**src/rtl/cmp_sched_if.sv**
```systemverilog
// cmp_sched_if: request/response and shared-comparator signals of the compare scheduler
interface cmp_sched_if #(
    parameter int N_REQ = 4,
    parameter int WIDTH = 32
);
    logic [N_REQ-1:0]       req_valid;
    logic [N_REQ-1:0]       req_ready;
    logic [N_REQ*WIDTH-1:0] req_op_a;
    logic [N_REQ*WIDTH-1:0] req_op_b;
    logic [WIDTH-1:0]       cmp_a;
    logic [WIDTH-1:0]       cmp_b;
    logic [WIDTH-1:0]       cmp_r;
    logic [N_REQ-1:0]       rsp_valid;
    logic [WIDTH-1:0]       rsp_r;
    logic                   busy;
    modport slave (
        input  req_valid, req_op_a, req_op_b, cmp_r,
        output req_ready, cmp_a, cmp_b, rsp_valid, rsp_r, busy
    );
    modport master (
        output req_valid, req_op_a, req_op_b, cmp_r,
        input  req_ready, cmp_a, cmp_b, rsp_valid, rsp_r, busy
    );
endinterface

```
**src/rtl/cmp_sched.sv**
```systemverilog
// cmp_sched: round-robin arbiter serialising requesters onto one shared signed comparator
module cmp_sched #(
    parameter int N_REQ = 4,
    parameter int WIDTH = 32
) (
    input logic        i_clk,
    input logic        i_rst_n,
    cmp_sched_if.slave bus
);
    localparam int IW = (N_REQ > 1) ? $clog2(N_REQ) : 1;
    typedef enum logic [1:0] {IDLE, ISSUE, CAPTURE, RESP} state_t;
    state_t           r_state;
    logic [IW-1:0]    r_ptr;
    logic [IW-1:0]    r_id;
    logic [WIDTH-1:0] r_cmp_a;
    logic [WIDTH-1:0] r_cmp_b;
    logic [WIDTH-1:0] r_rsp_r;
    logic [N_REQ-1:0] r_rsp_valid;
    logic             w_found;
    logic [IW-1:0]    w_grant;
    logic [IW-1:0]    w_idx;
    // first valid requester at or after the pointer, wrapping
    always_comb begin
        w_found = 1'b0;
        w_grant = '0;
        w_idx   = '0;
        for (int k = 0; k < N_REQ; k++) begin
            w_idx = IW'((int'(r_ptr) + k) % N_REQ);
            if (!w_found && bus.req_valid[w_idx]) begin
                w_found = 1'b1;
                w_grant = w_idx;
            end
        end
    end
    assign bus.req_ready = (r_state == IDLE && w_found) ? N_REQ'(1) << w_grant : '0;
    assign bus.cmp_a     = r_cmp_a;
    assign bus.cmp_b     = r_cmp_b;
    assign bus.rsp_r     = r_rsp_r;
    assign bus.rsp_valid = r_rsp_valid;
    assign bus.busy      = (r_state != IDLE);
    always_ff @(posedge i_clk) begin
        if (!i_rst_n) begin
            r_state     <= IDLE;
            r_ptr       <= '0;
            r_id        <= '0;
            r_cmp_a     <= '0;
            r_cmp_b     <= '0;
            r_rsp_r     <= '0;
            r_rsp_valid <= '0;
        end else begin
            r_rsp_valid <= '0;
            case (r_state)
                IDLE: if (w_found) begin
                    r_id    <= w_grant;
                    r_cmp_a <= bus.req_op_a[int'(w_grant)*WIDTH +: WIDTH];
                    r_cmp_b <= bus.req_op_b[int'(w_grant)*WIDTH +: WIDTH];
                    r_ptr   <= (w_grant == IW'(N_REQ - 1)) ? '0 : w_grant + 1'b1;
                    r_state <= ISSUE;
                end
                ISSUE: r_state <= CAPTURE;
                CAPTURE: begin
                    r_rsp_r     <= bus.cmp_r;
                    r_rsp_valid <= N_REQ'(1) << r_id;
                    r_state     <= RESP;
                end
                default: r_state <= IDLE;
            endcase
        end
    end
endmodule

```
**src/flat_wrapper.sv**
```systemverilog
// flat-port wrapper written by rule: the top's interface ports become plain ports
module cmp_sched_flat 
#(
    parameter int N_REQ = 4,
    parameter int WIDTH = 32
)
  (i_clk, i_rst_n, bus_req_valid, bus_req_op_a, bus_req_op_b, bus_cmp_r, bus_req_ready, bus_cmp_a, bus_cmp_b, bus_rsp_valid, bus_rsp_r, bus_busy);
  cmp_sched_if #(.N_REQ(N_REQ), .WIDTH(WIDTH)) bus_i ();
  input logic i_clk;
  input logic i_rst_n;
  input wire logic [$bits(bus_i.req_valid)-1:0] bus_req_valid;
  input wire logic [$bits(bus_i.req_op_a)-1:0] bus_req_op_a;
  input wire logic [$bits(bus_i.req_op_b)-1:0] bus_req_op_b;
  input wire logic [$bits(bus_i.cmp_r)-1:0] bus_cmp_r;
  output wire logic [$bits(bus_i.req_ready)-1:0] bus_req_ready;
  output wire logic [$bits(bus_i.cmp_a)-1:0] bus_cmp_a;
  output wire logic [$bits(bus_i.cmp_b)-1:0] bus_cmp_b;
  output wire logic [$bits(bus_i.rsp_valid)-1:0] bus_rsp_valid;
  output wire logic [$bits(bus_i.rsp_r)-1:0] bus_rsp_r;
  output wire logic [$bits(bus_i.busy)-1:0] bus_busy;
  assign bus_i.req_valid = bus_req_valid;
  assign bus_i.req_op_a = bus_req_op_a;
  assign bus_i.req_op_b = bus_req_op_b;
  assign bus_i.cmp_r = bus_cmp_r;
  assign bus_req_ready = bus_i.req_ready;
  assign bus_cmp_a = bus_i.cmp_a;
  assign bus_cmp_b = bus_i.cmp_b;
  assign bus_rsp_valid = bus_i.rsp_valid;
  assign bus_rsp_r = bus_i.rsp_r;
  assign bus_busy = bus_i.busy;
  cmp_sched #(.N_REQ(N_REQ), .WIDTH(WIDTH)) u_core (.i_clk(i_clk), .i_rst_n(i_rst_n), .bus(bus_i));
endmodule
```
**config.mk**
```make
export PLATFORM = sky130hd
export DESIGN_NAME = cmp_sched_flat
export DESIGN_NICKNAME = d
export VERILOG_FILES = /design/src/rtl/cmp_sched_if.sv /design/src/rtl/cmp_sched.sv /design/src/flat_wrapper.sv
export SDC_FILE = /design/constraint.sdc
export NUM_CORES = 1
export LEC_CHECK = 0
export CORE_AREA = 2 2 156 158
export DETAILED_ROUTE_END_ITERATION = 8
export DIE_AREA = 0 0 158 160
export PLACE_DENSITY = 0.64
export SYNTH_ARGS = -nofsm -noshare
export SYNTH_HDL_FRONTEND = slang
export SYNTH_SLANG_ARGS = --single-unit
```
**constraint.sdc**
```tcl
create_clock -name i_clk -period 10.07 [get_ports i_clk]
set_input_delay 3.021 -clock i_clk [delete_from_list [all_inputs] [get_ports i_clk]]
set_output_delay 3.021 -clock i_clk [all_outputs]
set_load 0.02 [all_outputs]
```
==> run_summary.xml <==
<?xml version="1.0" encoding="UTF-8"?>
<metrics>
  <group name="outcome">
    <metric name="outcome" unit="">complete, no violations</metric>
  </group>
  <group name="yosys">
    <metric name="post_synth_instance_area" unit="um2">6860</metric>
    <metric name="yosysTopAreaCellShare" unit="%">30.93</metric>
    <metric name="yosys.cell_count.top_type" unit="">sky130_fd_sc_hd__and3_1</metric>
    <metric name="synth_area_leaders" unit="">sky130_fd_sc_hd__dfxtp_1 31%, sky130_fd_sc_hd__nor4b_2 14%, sky130_fd_sc_hd__and3_1 12%</metric>
    <metric name="synth.cells.most_frequent" unit="">128 x sky130_fd_sc_hd__and3_1, 106 x sky130_fd_sc_hd__dfxtp_1, 69 x sky130_fd_sc_hd__nor2_1, 64 x sky130_fd_sc_hd__a211oi_1</metric>
    <metric name="postSynthCellCount" unit="">752</metric>
    <metric name="synth-seq-cells" unit="">106</metric>
    <metric name="post_synthesis_sequential_area_ratio" unit="%">30.93</metric>
    <metric name="synthFlopType" unit="">sky130_fd_sc_hd__dfxtp_1</metric>
    <metric name="synthArstFlopShare" unit="%">0</metric>
    <metric name="postSynthAreaPerCell" unit="um2">9.123</metric>
    <metric name="mappedNetlistNets" unit="">1049</metric>
    <metric name="yosysUniqueCellTypes" unit="">34</metric>
    <metric name="synth_edf_count" unit="">0</metric>
    <metric name="synthDominantAreaCellType" unit="">sky130_fd_sc_hd__dfxtp_1</metric>
    <metric name="yosysWarnings" unit="">0</metric>
  </group>
  <group name="timing">
    <metric name="max_freq" unit="MHz">119.7</metric>
    <metric name="fin_crit_sh" unit="%">82.97</metric>
    <metric name="setup_viol" unit="">0</metric>
    <metric name="grt_setup_unrepaired" unit="">no</metric>
    <metric name="timing.clock.skew" unit="ns">0.01098</metric>
    <metric name="tns" unit="ns">0</metric>
    <metric name="slew_headroom" unit="%">18.44</metric>
    <metric name="final_critical_delay_including_setup_and_external_delays" unit="ns">8.355</metric>
    <metric name="drv_slew" unit="">0</metric>
    <metric name="timing_worst_slew_pin_value" unit="ns">1.223</metric>
    <metric name="number_of_hold_violations_in_the_final_report" unit="">0</metric>
  </group>
  <group name="worst_setup_path">
    <metric name="worst_path_most_repeated_cell" unit="">sky130_fd_sc_hd__clkdlybuf4s50_1</metric>
    <metric name="path_cells" unit="">clkdlybuf4s50_1 -&gt; nor4_1 -&gt; nor2_4 -&gt; and3_1 -&gt; clkdlybuf4s50_1</metric>
    <metric name="cp_data_required_time" unit="ns">7.05</metric>
    <metric name="critPathKind" unit="">in -&gt; out</metric>
    <metric name="cp_data_arrival_time" unit="ns">5.33</metric>
    <metric name="crit_slowest_cell" unit="">sky130_fd_sc_hd__nor4_1</metric>
    <metric name="critPathCaptureType" unit="">primary output</metric>
    <metric name="slowest_delay" unit="ns">0.70</metric>
    <metric name="critical_path.startpoint_type" unit="">input port</metric>
    <metric name="crit_path_max_fanout" unit="">26</metric>
  </group>
  <group name="grt">
    <metric name="grt_remaining_overflow" unit="">0</metric>
    <metric name="grt.busiest_layer" unit="">met2</metric>
    <metric name="initial_antenna_violation_count" unit="">2</metric>
    <metric name="globalRouteMet1Util" unit="%">23.20</metric>
    <metric name="largest_net_degree_at_the_start_of_global_routing" unit="">127</metric>
    <metric name="globalRouteTotalUtil" unit="%">20.97</metric>
    <metric name="grt_first_pass_wirelength" unit="mm">41.57</metric>
    <metric name="global_route.usage.met3" unit="%">6.459</metric>
    <metric name="groute.layer.met2.usage" unit="%">37.37</metric>
    <metric name="vias_in_the_first_global_route" unit="">7524</metric>
  </group>
  <group name="layout">
    <metric name="diodes" unit="">0</metric>
    <metric name="final_area" unit="um2">11250</metric>
    <metric name="flow.area_growth_from_synthesis" unit="%">63.93</metric>
    <metric name="sequential_cell_area" unit="um2">2122</metric>
    <metric name="area_of_combinational_cells_with_multiple_inputs" unit="um2">4337</metric>
    <metric name="n_fill_cell" unit="">2345</metric>
    <metric name="final_stage_net_count" unit="">1382</metric>
    <metric name="layout-drive-gt1-share" unit="%">8.991</metric>
  </group>
  <group name="pwr">
    <metric name="sw_frac_of_total" unit="%">44.31</metric>
    <metric name="clockPowerShare" unit="%">15.4</metric>
    <metric name="internal_power" unit="uW">1386</metric>
    <metric name="leakage_power" unit="uW">0.004083</metric>
    <metric name="combPwrFrac" unit="%">59.2</metric>
    <metric name="p_seq_share" unit="%">25.4</metric>
    <metric name="powerDensity" unit="nW/um2">221.3</metric>
    <metric name="p_sw" unit="uW">1103</metric>
    <metric name="ir_worst_vdd" unit="mV">0.1425</metric>
  </group>
  <group name="die">
    <metric name="top_level_ports" unit="">399</metric>
    <metric name="die_height" unit="um">160</metric>
    <metric name="placementRows" unit="">57</metric>
    <metric name="dieArea" unit="um2">25280</metric>
    <metric name="initial_core_util" unit="%">28.80</metric>
    <metric name="floorplan.core_area" unit="um2">23820</metric>
    <metric name="die_w" unit="um">158</metric>
  </group>
  <group name="detailed_routing">
    <metric name="detail_route.iter0.violations" unit="">318</metric>
    <metric name="postRouteWirelength" unit="mm">27.67</metric>
    <metric name="detail_route.drc_violations" unit="">0</metric>
    <metric name="post_detailed_route_count_of_antenna_violating_nets" unit="">0</metric>
    <metric name="routedWlPerCell" unit="um">19.57</metric>
    <metric name="num_vias" unit="">7261</metric>
    <metric name="routed_via_density" unit="">5.135</metric>
    <metric name="drt_pass1_iterations" unit="">6</metric>
  </group>
  <group name="clocking">
    <metric name="clkSinkCount" unit="">106</metric>
    <metric name="cts_setup_buffers" unit="">0</metric>
    <metric name="ctsRootBufferMaster" unit="">sky130_fd_sc_hd__clkbuf_16</metric>
    <metric name="postCtsHoldBufs" unit="">0</metric>
    <metric name="htree_levels" unit="">3</metric>
    <metric name="cts_tree" unit="">done</metric>
    <metric name="max-clock-path-buffers" unit="">2</metric>
    <metric name="cts.clk_slew.worst_paths" unit="ns">0.09</metric>
    <metric name="cts_inserted_buffers" unit="">9</metric>
    <metric name="cts-resized-gates" unit="">0</metric>
    <metric name="insertion_delay" unit="ns">0.36</metric>
  </group>
  <group name="run">
    <metric name="drv.max_cap_violation_count" unit="">0</metric>
  </group>
  <group name="placement">
    <metric name="port-buffer-count" unit="">398</metric>
    <metric name="placed_inst_area" unit="um2">10930</metric>
    <metric name="hpwlAfterDp" unit="mm">18.70</metric>
    <metric name="routabilityCongestion" unit="">0.8405</metric>
  </group>
  <group name="min_path">
    <metric name="hold_class" unit="">reg -&gt; reg</metric>
  </group>
</metrics>
[registers in the layout, indices dropped and copies added, names as in the netlist]
name                  count
u_core.bus.cmp_a         32
u_core.r_ptr              2
u_core.bus.rsp_r         32
u_core.r_id               2
u_core.r_state            2
u_core.bus.cmp_b         32
u_core.bus.rsp_valid      4
[power groups by stage]
| stage | combinational, uW | sequential (uW) | clock [uW] |
|---|---|---|---|
| finish | 1470 | 632 | 383 |
| global route | 1590 | 650 | 410 |
| CTS | 1490 | 633 | 398 |
| detailed placement | 1480 | 642 | 0 |
| global placement | 1480 | 638 | 0 |
| floorplan | 791 | 772 | 0 |
[logic make-up (layout without fill, tap and decap cells)]
logic type,after synthesis,count (layout),share of synthesized area (%)
AND/OR/NAND/NOR,380,380,39.89
AO/OA/AOI/OAI,139,139,17.40
flip-flops,106,106,30.93
buffers and inverters,90,428,6.274
multiplexers,34,34,4.961
adder cells (fa/ha/maj),3,3,0.5472
[metrics by stage]
stage	hold WS (ns)	util, %	instances	setup slack [ns]	power, uW
floorplan	0.4261	-	752	2.383	1563
global placement	0.4578	45.89	1398	1.760	2114
detailed placement	0.4722	45.89	1398	1.716	2126
CTS	0.4898	47.21	1414	1.706	2519
global route	0.5196	47.21	1414	1.571	2650
finish	0.4920	47.21	1414	1.715	2489
[cell type report]
cell class | count | share of cell area [%]
multi-input combinational | 556 | 38.56
timing repair buffer | 407 | 35.98
sequential | 106 | 18.87
tap | 324 | 3.605
clock buffer | 9 | 2.003
clock inverter | 7 | 0.7899
inverter | 5 | 0.1891
[routing by layer]
metal	wire length, um	part of all wire [%]
met5	27	0.098
met4	871	3.1
met3	2356	8.5
met2	13420	48
met1	10990	40
[layout by cell type (no fill, tap or decap), types with 3 or more instances in the layout]
cell                              netlist  final
sky130_fd_sc_hd__a2111oi_1             63     63
sky130_fd_sc_hd__a211oi_1              64     64
sky130_fd_sc_hd__a21boi_0               3      3
sky130_fd_sc_hd__and2_1                63     63
sky130_fd_sc_hd__and3_1               128    128
sky130_fd_sc_hd__buf_4                  3      9
sky130_fd_sc_hd__clkbuf_16              0      9
sky130_fd_sc_hd__clkdlybuf4s50_1        0    397
sky130_fd_sc_hd__dfxtp_1              106    106
sky130_fd_sc_hd__inv_1                  4      4
sky130_fd_sc_hd__mux2i_1               34     34
sky130_fd_sc_hd__nand2_1                8      7
sky130_fd_sc_hd__nand3_1                4      4
sky130_fd_sc_hd__nor2_1                69     67
sky130_fd_sc_hd__nor2b_1               36     36
sky130_fd_sc_hd__nor3_1                 3      3
sky130_fd_sc_hd__nor4b_2               63     63
sky130_fd_sc_hd__o21ai_0                3      3
[final timing paths]
path	startpoint	endpoint	slack, ns	cells past startpoint
hold reg to reg	u_core.r_id[0]	u_core.bus.rsp_valid[2]	0.49	1
hold / removal	u_core.r_id[0]	u_core.bus.rsp_valid[2]	0.49	1
setup reg to reg	u_core.r_state[1]	u_core.bus.cmp_a[14]	6.87	8
setup / recovery	bus_req_valid[1]	bus_req_ready[2]	1.72	5
[critical path: cells and delay by family]
kind | cells | cell delay [ns]
buf+inv | 2 | 1.03
simple gates | 3 | 1.27
Note: power is estimated with default switching activity, not from simulation.
